[config.mk]
export PLATFORM = sky130hd
export DESIGN_NAME = fetch_stage
export DESIGN_NICKNAME = d
export VERILOG_FILES = /design/src/rtl/fetch_stage_pkg.sv /design/src/rtl/fetch_stage_if_id_reg.sv /design/src/rtl/fetch_stage.sv
export SDC_FILE = /design/constraint.sdc
export NUM_CORES = 1
export LEC_CHECK = 0
export BUFFER_PORTS_ARGS = -buffer_cell sky130_fd_sc_hd__buf_2
export CORE_UTILIZATION = 49
export CTS_BUF_LIST = sky130_fd_sc_hd__clkbuf_2
export CTS_CLUSTER_DIAMETER = 200
export DETAILED_ROUTE_END_ITERATION = 12
export PLACE_DENSITY = 0.74
export SLEW_MARGIN = 15
export SYNTH_ARGS = -nofsm -noshare
export SYNTH_HDL_FRONTEND = slang
export SYNTH_SLANG_ARGS = --single-unit
[constraint.sdc]
create_clock -name clk -period 6.1 [get_ports clk]
set_clock_uncertainty 0.15 [all_clocks]
set_input_delay 0.61 -clock clk [delete_from_list [all_inputs] [get_ports clk]]
set_output_delay 0.61 -clock clk [all_outputs]
set_load 0.01 [all_outputs]
[src/rtl/fetch_stage_pkg.sv]
// ============================================================================
// Module : fetch_stage_pkg
// Brief  : Shared definitions for the fetch stage and its consumers.
//          - fetch_state_t : fetch sequencer state encodings (2 bits)
//          - NOP_INSTR     : canonical bubble instruction (addi x0,x0,0);
//                            decode also uses this value for its own bubbles
//          - PC_STEP       : byte distance between sequential instructions
// Rev    : 1.0  initial release
// ============================================================================
`default_nettype none

package fetch_stage_pkg;

  typedef enum logic [1:0] {
    FS_IDLE  = 2'd0,   // one dead cycle after reset before the first request
    FS_FETCH = 2'd1,   // request outstanding at pc
    FS_HOLD  = 2'd2,   // response parked in the hold buffer, waiting on stall
    FS_DRAIN = 2'd3    // squashed request still in flight, response discarded
  } fetch_state_t;

  localparam logic [31:0] NOP_INSTR = 32'h0000_0013;
  localparam int unsigned PC_STEP   = 4;

endpackage

`default_nettype wire

[src/rtl/fetch_stage_if_id_reg.sv]
// ============================================================================
// Module : if_id_reg
// Brief  : IF/ID pipeline register holding {pc, instr, valid}.
//          squash has priority over load and turns the slot into a NOP
//          bubble; the pc field is left untouched by a squash because
//          nothing downstream looks at it while valid is low.
// Ports  : clk, rst        clock / synchronous active-high reset
//          load            capture pc_in/instr_in as a valid instruction
//          squash          invalidate the slot (instr forced to NOP)
//          pc_in, instr_in payload to capture
//          pc, instr, valid registered IF/ID contents
// Rev    : 1.0  initial release
// ============================================================================
`default_nettype none

module if_id_reg
  import fetch_stage_pkg::*;
#(
  parameter int XLEN = 32
) (
  input  logic            clk,
  input  logic            rst,
  input  logic            load,
  input  logic            squash,
  input  logic [XLEN-1:0] pc_in,
  input  logic [31:0]     instr_in,
  output logic [XLEN-1:0] pc,
  output logic [31:0]     instr,
  output logic            valid
);

  always_ff @(posedge clk) begin
    if (rst) begin
      pc    <= '0;
      instr <= NOP_INSTR;
      valid <= 1'b0;
    end else if (squash) begin
      instr <= NOP_INSTR;
      valid <= 1'b0;
    end else if (load) begin
      pc    <= pc_in;
      instr <= instr_in;
      valid <= 1'b1;
    end
  end

endmodule

`default_nettype wire

[src/rtl/fetch_stage.sv]
// ============================================================================
// Module : fetch_stage
// Brief  : PC register, instruction-memory fetch sequencer and IF/ID
//          register. Accepts stall (pc_write/if_id_write) from the hazard
//          unit and flush/redirect from EX; delivers {pc, instr, valid}
//          to decode. Sustains one instruction per cycle with a
//          zero-latency instruction memory.
// Params : XLEN      address/PC width
//          RESET_PC  PC after reset (low two bits must be zero)
// Ports  : clk, rst          clock / synchronous active-high reset
//          pc_write          1 = PC may advance
//          if_id_write       1 = IF/ID may load
//          flush             squash IF/ID and redirect to redirect_pc
//          redirect_pc       redirect target (low two bits ignored)
//          imem_req          fetch request valid (decoded from state)
//          imem_addr         fetch address, stable until imem_rvalid
//          imem_rdata        instruction word, valid with imem_rvalid
//          imem_rvalid       response strobe, may coincide with request
//          if_id_pc          PC of the instruction in IF/ID
//          if_id_instr       instruction in IF/ID (NOP when invalid)
//          if_id_valid       IF/ID holds a real instruction
//          stall_cycles      (FETCH_PERF_CNT_EN) cycles a valid IF/ID
//                            instruction was held by a stall, saturating
//          flush_count       (FETCH_PERF_CNT_EN) flushes seen, saturating
// Config : define FETCH_PERF_CNT_EN to add the two performance counters.
// Rev    : 1.0  initial release
// ============================================================================
`default_nettype none

module fetch_stage
  import fetch_stage_pkg::*;
#(
  parameter int              XLEN     = 32,
  parameter logic [XLEN-1:0] RESET_PC = '0
) (
  input  logic            clk,
  input  logic            rst,
  input  logic            pc_write,
  input  logic            if_id_write,
  input  logic            flush,
  input  logic [XLEN-1:0] redirect_pc,
  output logic            imem_req,
  output logic [XLEN-1:0] imem_addr,
  input  logic [31:0]     imem_rdata,
  input  logic            imem_rvalid,
  output logic [XLEN-1:0] if_id_pc,
  output logic [31:0]     if_id_instr,
  output logic            if_id_valid
`ifdef FETCH_PERF_CNT_EN
  ,
  output logic [31:0]     stall_cycles,
  output logic [31:0]     flush_count
`endif
);

  localparam logic [XLEN-1:0] PC_INC     = XLEN'(PC_STEP);
  localparam logic [XLEN-1:0] ALIGN_MASK = ~(XLEN'(3));

  fetch_state_t    state, state_nxt;
  logic [XLEN-1:0] pc, pc_nxt;
  // Address of a squashed request still awaiting its response; imem_addr
  // must stay on it until the response arrives even though pc has already
  // moved to the redirect target.
  logic [XLEN-1:0] drain_addr, drain_addr_nxt;
  // Hold buffer: a response that arrived while IF/ID was stalled.
  logic [XLEN-1:0] hold_pc, hold_pc_nxt;
  logic [31:0]     hold_instr, hold_instr_nxt;

  logic            advance;
  logic [XLEN-1:0] pc_plus;
  logic [XLEN-1:0] redirect_aligned;

  logic            ifid_load;
  logic            ifid_squash;
  logic [XLEN-1:0] ifid_pc_in;
  logic [31:0]     ifid_instr_in;

  assign advance          = pc_write & if_id_write;
  assign pc_plus          = pc + PC_INC;          // wraps modulo 2^XLEN
  assign redirect_aligned = redirect_pc & ALIGN_MASK;

  // --------------------------------------------------------------------------
  // State register, PC, drain address and hold buffer
  // --------------------------------------------------------------------------
  always_ff @(posedge clk) begin
    if (rst) begin
      state      <= FS_IDLE;
      pc         <= RESET_PC;
      drain_addr <= RESET_PC;
      hold_pc    <= '0;
      hold_instr <= NOP_INSTR;
    end else begin
      state      <= state_nxt;
      pc         <= pc_nxt;
      drain_addr <= drain_addr_nxt;
      hold_pc    <= hold_pc_nxt;
      hold_instr <= hold_instr_nxt;
    end
  end

  // --------------------------------------------------------------------------
  // Next-state, request decode and IF/ID control
  // --------------------------------------------------------------------------
  always_comb begin
    state_nxt      = state;
    pc_nxt         = pc;
    drain_addr_nxt = drain_addr;
    hold_pc_nxt    = hold_pc;
    hold_instr_nxt = hold_instr;
    ifid_load      = 1'b0;
    ifid_squash    = 1'b0;
    ifid_pc_in     = pc;
    ifid_instr_in  = imem_rdata;
    imem_req       = 1'b0;
    imem_addr      = pc;

    case (state)
      FS_IDLE: begin
        // Responses left over from before reset land here and are ignored.
        state_nxt = FS_FETCH;
      end

      FS_FETCH: begin
        imem_req = 1'b1;
        if (imem_rvalid && advance) begin
          ifid_load = 1'b1;
          pc_nxt    = pc_plus;
        end else if (imem_rvalid) begin
          // Decode is stalled: park the word so the request can retire.
          hold_pc_nxt    = pc;
          hold_instr_nxt = imem_rdata;
          state_nxt      = FS_HOLD;
        end else if (advance) begin
          ifid_squash = 1'b1;               // bubble while memory is slow
        end
      end

      FS_HOLD: begin
        if (advance) begin
          ifid_load      = 1'b1;
          ifid_pc_in     = hold_pc;
          ifid_instr_in  = hold_instr;
          pc_nxt         = pc_plus;
          hold_pc_nxt    = '0;
          hold_instr_nxt = NOP_INSTR;
          state_nxt      = FS_FETCH;
        end
      end

      FS_DRAIN: begin
        imem_req  = 1'b1;
        imem_addr = drain_addr;
        if (imem_rvalid) begin
          state_nxt = FS_FETCH;             // stale word is dropped
        end
      end

      default: begin
        state_nxt = FS_IDLE;
      end
    endcase

    // Flush overrides everything above, including a stall.
    if (flush) begin
      ifid_load      = 1'b0;
      ifid_squash    = 1'b1;
      hold_pc_nxt    = '0;
      hold_instr_nxt = NOP_INSTR;
      pc_nxt         = redirect_aligned;
      if ((state == FS_FETCH || state == FS_DRAIN) && !imem_rvalid) begin
        // A request is still in flight; its response must be absorbed
        // before a new address can be issued.
        state_nxt = FS_DRAIN;
        if (state == FS_FETCH) begin
          drain_addr_nxt = pc;
        end
      end else begin
        state_nxt = FS_FETCH;
      end
    end
  end

  // --------------------------------------------------------------------------
  // IF/ID pipeline register
  // --------------------------------------------------------------------------
  if_id_reg #(
    .XLEN (XLEN)
  ) u_if_id_reg (
    .clk      (clk),
    .rst      (rst),
    .load     (ifid_load),
    .squash   (ifid_squash),
    .pc_in    (ifid_pc_in),
    .instr_in (ifid_instr_in),
    .pc       (if_id_pc),
    .instr    (if_id_instr),
    .valid    (if_id_valid)
  );

`ifdef FETCH_PERF_CNT_EN
  // --------------------------------------------------------------------------
  // Saturating performance counters
  // --------------------------------------------------------------------------
  always_ff @(posedge clk) begin
    if (rst) begin
      stall_cycles <= '0;
      flush_count  <= '0;
    end else begin
      if (if_id_valid && !advance && !flush && (stall_cycles != 32'hFFFF_FFFF)) begin
        stall_cycles <= stall_cycles + 32'd1;
      end
      if (flush && (flush_count != 32'hFFFF_FFFF)) begin
        flush_count <= flush_count + 32'd1;
      end
    end
  end
`endif

endmodule

`default_nettype wire

==> metrics.csv <==
stage;metric;value;unit
run_status;outcome;completed;
global_routing;met3 usage;0.0632;
place;DP Wirelength;13100;um
timing;Hold WS;0.116;ns
worst_setup_path;CP Cell Sequence;ha_2, buf_4, mux2i_2, or4_1, nor3_4, xnor2_1, a211oi_2;
floorplan;die area;0.0178;mm^2
clocking;H-Tree Depth;4;
global_routing;initial antenna violation count;1;
worst_setup_path;CP startpoint kind;flip-flop;
global_routing;largest net degree at the start of global routing;90;
logic_synthesis;Main synth FF type;dfxtp_1;
logic_synthesis;area leader, netlist;dfxtp_1;
global_routing;met2 GRT Util;0.399;
timing;setup TNS;0;ns
worst_setup_path;Crit-path slowest cell;or4_1;
power;pwr/cell area;215;mW/mm^2
route;drt total wl;21700;um
logic_synthesis;Yosys cell types;50;
worst_setup_path;Worst setup EP type;flip-flop;
worst_setup_path;Bufs and invs on worst path;1;
floorplan;Die Wd;133;um
route;Pre-antenna DRT Iters;4;
logic_synthesis;#FFs+latches synth;187;
worst_setup_path;CP startpoint;state[1]$_SDFFE_PP0P_;
logic_synthesis;synth warn;0;
route;vias;7509;
floorplan;std cell rows;47;
clocking;CTS Sinks;187;
worst_setup_path;r2r startpoint;state[1]$_SDFFE_PP0P_;
worst_setup_path;Top delay family on crit path;simple AND/OR/NAND/NOR gates;
timing;Final Setup Violations;0;
logic_synthesis;Avg Synthesized Cell Area;8.61;um^2
floorplan;num ports;168;
worst_setup_path;crit path max fanout;39;
timing;Final Slew Violations;0;
clocking;Clock transition at path regs;0.25;ns
power;leakage power;4.19;nW
worst_setup_path;kind of critical path;flip-flop to flip-flop;
place;Placer Congestion;0.764;
route;# DRC;0;
timing;crit path time final;3.67;ns
route;vias per inst;5.47;
clocking;Worst-Skew Late Latency;0.76;ns
min_path;Hold Crit Class;input pin to flip-flop;
min_path;hold path start;flush;
floorplan;Starting Density;0.506;
cells_and_area;Syn-to-layout area delta;19.6;%
power;worst vdd ir;0.106;mV
route;DR WL/cell;15.8;um
timing;final hold vios;0;
global_routing;global-route usage over all layers;0.249;
route;DR iter-0 viols;534;
logic_synthesis;synthesized area;0.00846;mm^2
place;IO Port Bufs;161;
floorplan;core box area;0.0167;mm^2
clocking;number of CTS-inserted buffers;17;
global_routing;met1 usage;0.326;
worst_setup_path;required time of the critical path;6.63;ns
worst_setup_path;max incr delay on CP;0.79;ns
logic_synthesis;top post-synthesis cells by area;dfxtp_1 44%, mux2i_1 7.8%, a211oi_1 6.5%, nor2_1 6.4%, a21oi_1 5.7%;
clocking;CTS tree;yes;
logic_synthesis;Post-Syn Instances;982;
cells_and_area;fin nets;1213;
global_routing;number of global-route vias before repair;7154;
logic_synthesis;top-area cell type share of the netlist area;0.443;
timing;Least-Margin Pin Slew;0.998;ns
timing;Slew HR;0.335;
logic_synthesis;asr flop ratio synth;0;
timing;unrepaired setup endpoints after global routing;no;
worst_setup_path;crit path DAT;4.20;ns
global_routing;GRT busiest layer;met2;
timing;Final period util;0.602;
global_routing;first-pass GRT wire length;35600;um
clocking;Root Driver;clkbuf_2;
route;Routed Antenna Nets;0;
logic_synthesis;register area share after synthesis;0.443;
job;Max Cap Viol;0;
floorplan;die extent in y;133;um
global_routing;total gr overflow;0;
cells_and_area;layout cells sized above 1;0.214;
clocking;clock tree buffer depth;2;
timing;Fmax;273;MHz
logic_synthesis;EDFF count, synth;0;
clocking;# resized after CTS;0;
[flip-flops by register name (all words and copies together) (netlist names)]
register	count
state	2
hold_pc	30
u_if_id_reg.pc	30
drain_addr	30
u_if_id_reg.valid	1
u_if_id_reg.instr	32
pc	30
hold_instr	32
[synth_stat cells (3+ instances only)]
| cell type | count |
|---|---|
| a21oi_1 | 97 |
| or3_1 | 3 |
| nor3_1 | 12 |
| buf_4 | 6 |
| mux2i_1 | 66 |
| nand2_1 | 88 |
| buf_2 | 6 |
| nand4_1 | 8 |
| buf_1 | 6 |
| o21ai_0 | 13 |
| o211ai_1 | 3 |
| xor2_1 | 7 |
| nand3_1 | 13 |
| clkbuf_1 | 80 |
| a211oi_1 | 73 |
| and3_1 | 3 |
| nor4_1 | 9 |
| and4_1 | 5 |
| dfxtp_1 | 187 |
| inv_1 | 5 |
| a31oi_1 | 5 |
| nor2b_1 | 7 |
| mux2_2 | 29 |
| ha_1 | 4 |
| nor3b_1 | 58 |
| xnor2_1 | 15 |
| nor2_1 | 145 |
[routing by layer]
metal | vias up | wire (um)
li1 | 3741 | -
met1 | 3530 | 10100
met2 | 207 | 9810
met3 | 31 | 1410
met4 | 0 | 378
met5 | - | 0
[placed cells by master (no fill, tap or decap), types with 4 or more instances in the layout]
master / n
dfxtp_1: 187
buf_2: 161
nor2_1: 145
a21oi_1: 97
nand2_1: 87
a211oi_1: 73
mux2i_1: 66
dlygate4sd3_1: 63
nor3b_1: 58
mux2_2: 29
clkbuf_2: 19
xnor2_1: 15
o21ai_0: 13
nor3_1: 12
nand3_1: 12
buf_4: 12
nand4_1: 8
nor2b_1: 7
nor4_1: 7
xor2_1: 7
inv_1: 5
and4_1: 5
clkinv_2: 5
a31oi_1: 4
conb_1: 4
[per-stage QoR]
step                 util  worst slack (ns)  power [mW]  cells  instance area (um^2)
global placement    0.555              2.46        1.55   1277                  9270
finish              0.606              2.43        2.18   1373                 10100
floorplan               -              3.70        1.47    985                  8470
CTS                 0.606              2.38        2.19   1372                 10100
detailed placement  0.555              2.42        1.56   1277                  9270
global route        0.606              2.19        2.27   1373                 10100
[path summary, 6_finish.rpt]
kind / to / slack [ns] / cells after the start
worst max-delay path: pc[21]$_SDFFE_PP0P_ / 2.43 / 7
worst min-delay path: pc[8]$_SDFFE_PP0P_ / 0.12 / 3
worst min register to register: drain_addr[20]$_SDFFE_PP0P_ / 0.32 / 2
worst max register to register: pc[21]$_SDFFE_PP0P_ / 2.43 / 7
[worst register-to-register path, stage by stage (launching register included)]
cell and delay, ns:
dfxtp_1 0.43, ha_2 0.70, buf_4 0.54, mux2i_2 0.27, or4_1 0.79, nor3_4 0.39, xnor2_1 0.13, a211oi_2 0.21
[kinds of logic (layout without fill, tap and decap cells)]
family                   count (synthesis)  after routing  synth area share
AO/OA/AOI/OAI                          201            201             0.147
XOR/XNOR                                22             22            0.0228
multiplexers                            96             96             0.118
adder cells (fa/ha/maj)                  4              4           0.00592
AND/OR/NAND/NOR                        364            364             0.211
other                                    1              5          0.000443
buffers and inverters                  107            274            0.0522
flip-flops                             187            187             0.443
[power by group]
group	switching [mW]	internal [mW]	leakage (nW)
clock	0.421	0.186	0.139
combinational	0.151	0.126	2.54
sequential	0.0376	1.25	1.52
total	0.610	1.57	4.19
[layout make-up]
type / count / area, um^2
inverters: 6 / 22.5
multi-input cells: 691 / 4330
flip-flops and latches: 187 / 3740
fillers: 1489 / 6580
clock buffers: 19 / 95.1
diodes: 1 / 2.50
repair buffers: 236 / 1530
clock inverters: 13 / 125
well taps: 220 / 275
[timing repair]
action                                 in CTS  in global routing
hold buffers                               63                  0
endpoints found under the hold margin      63                  0
buffers inserted                            0                  0
(Power assumes the default switching activity.)
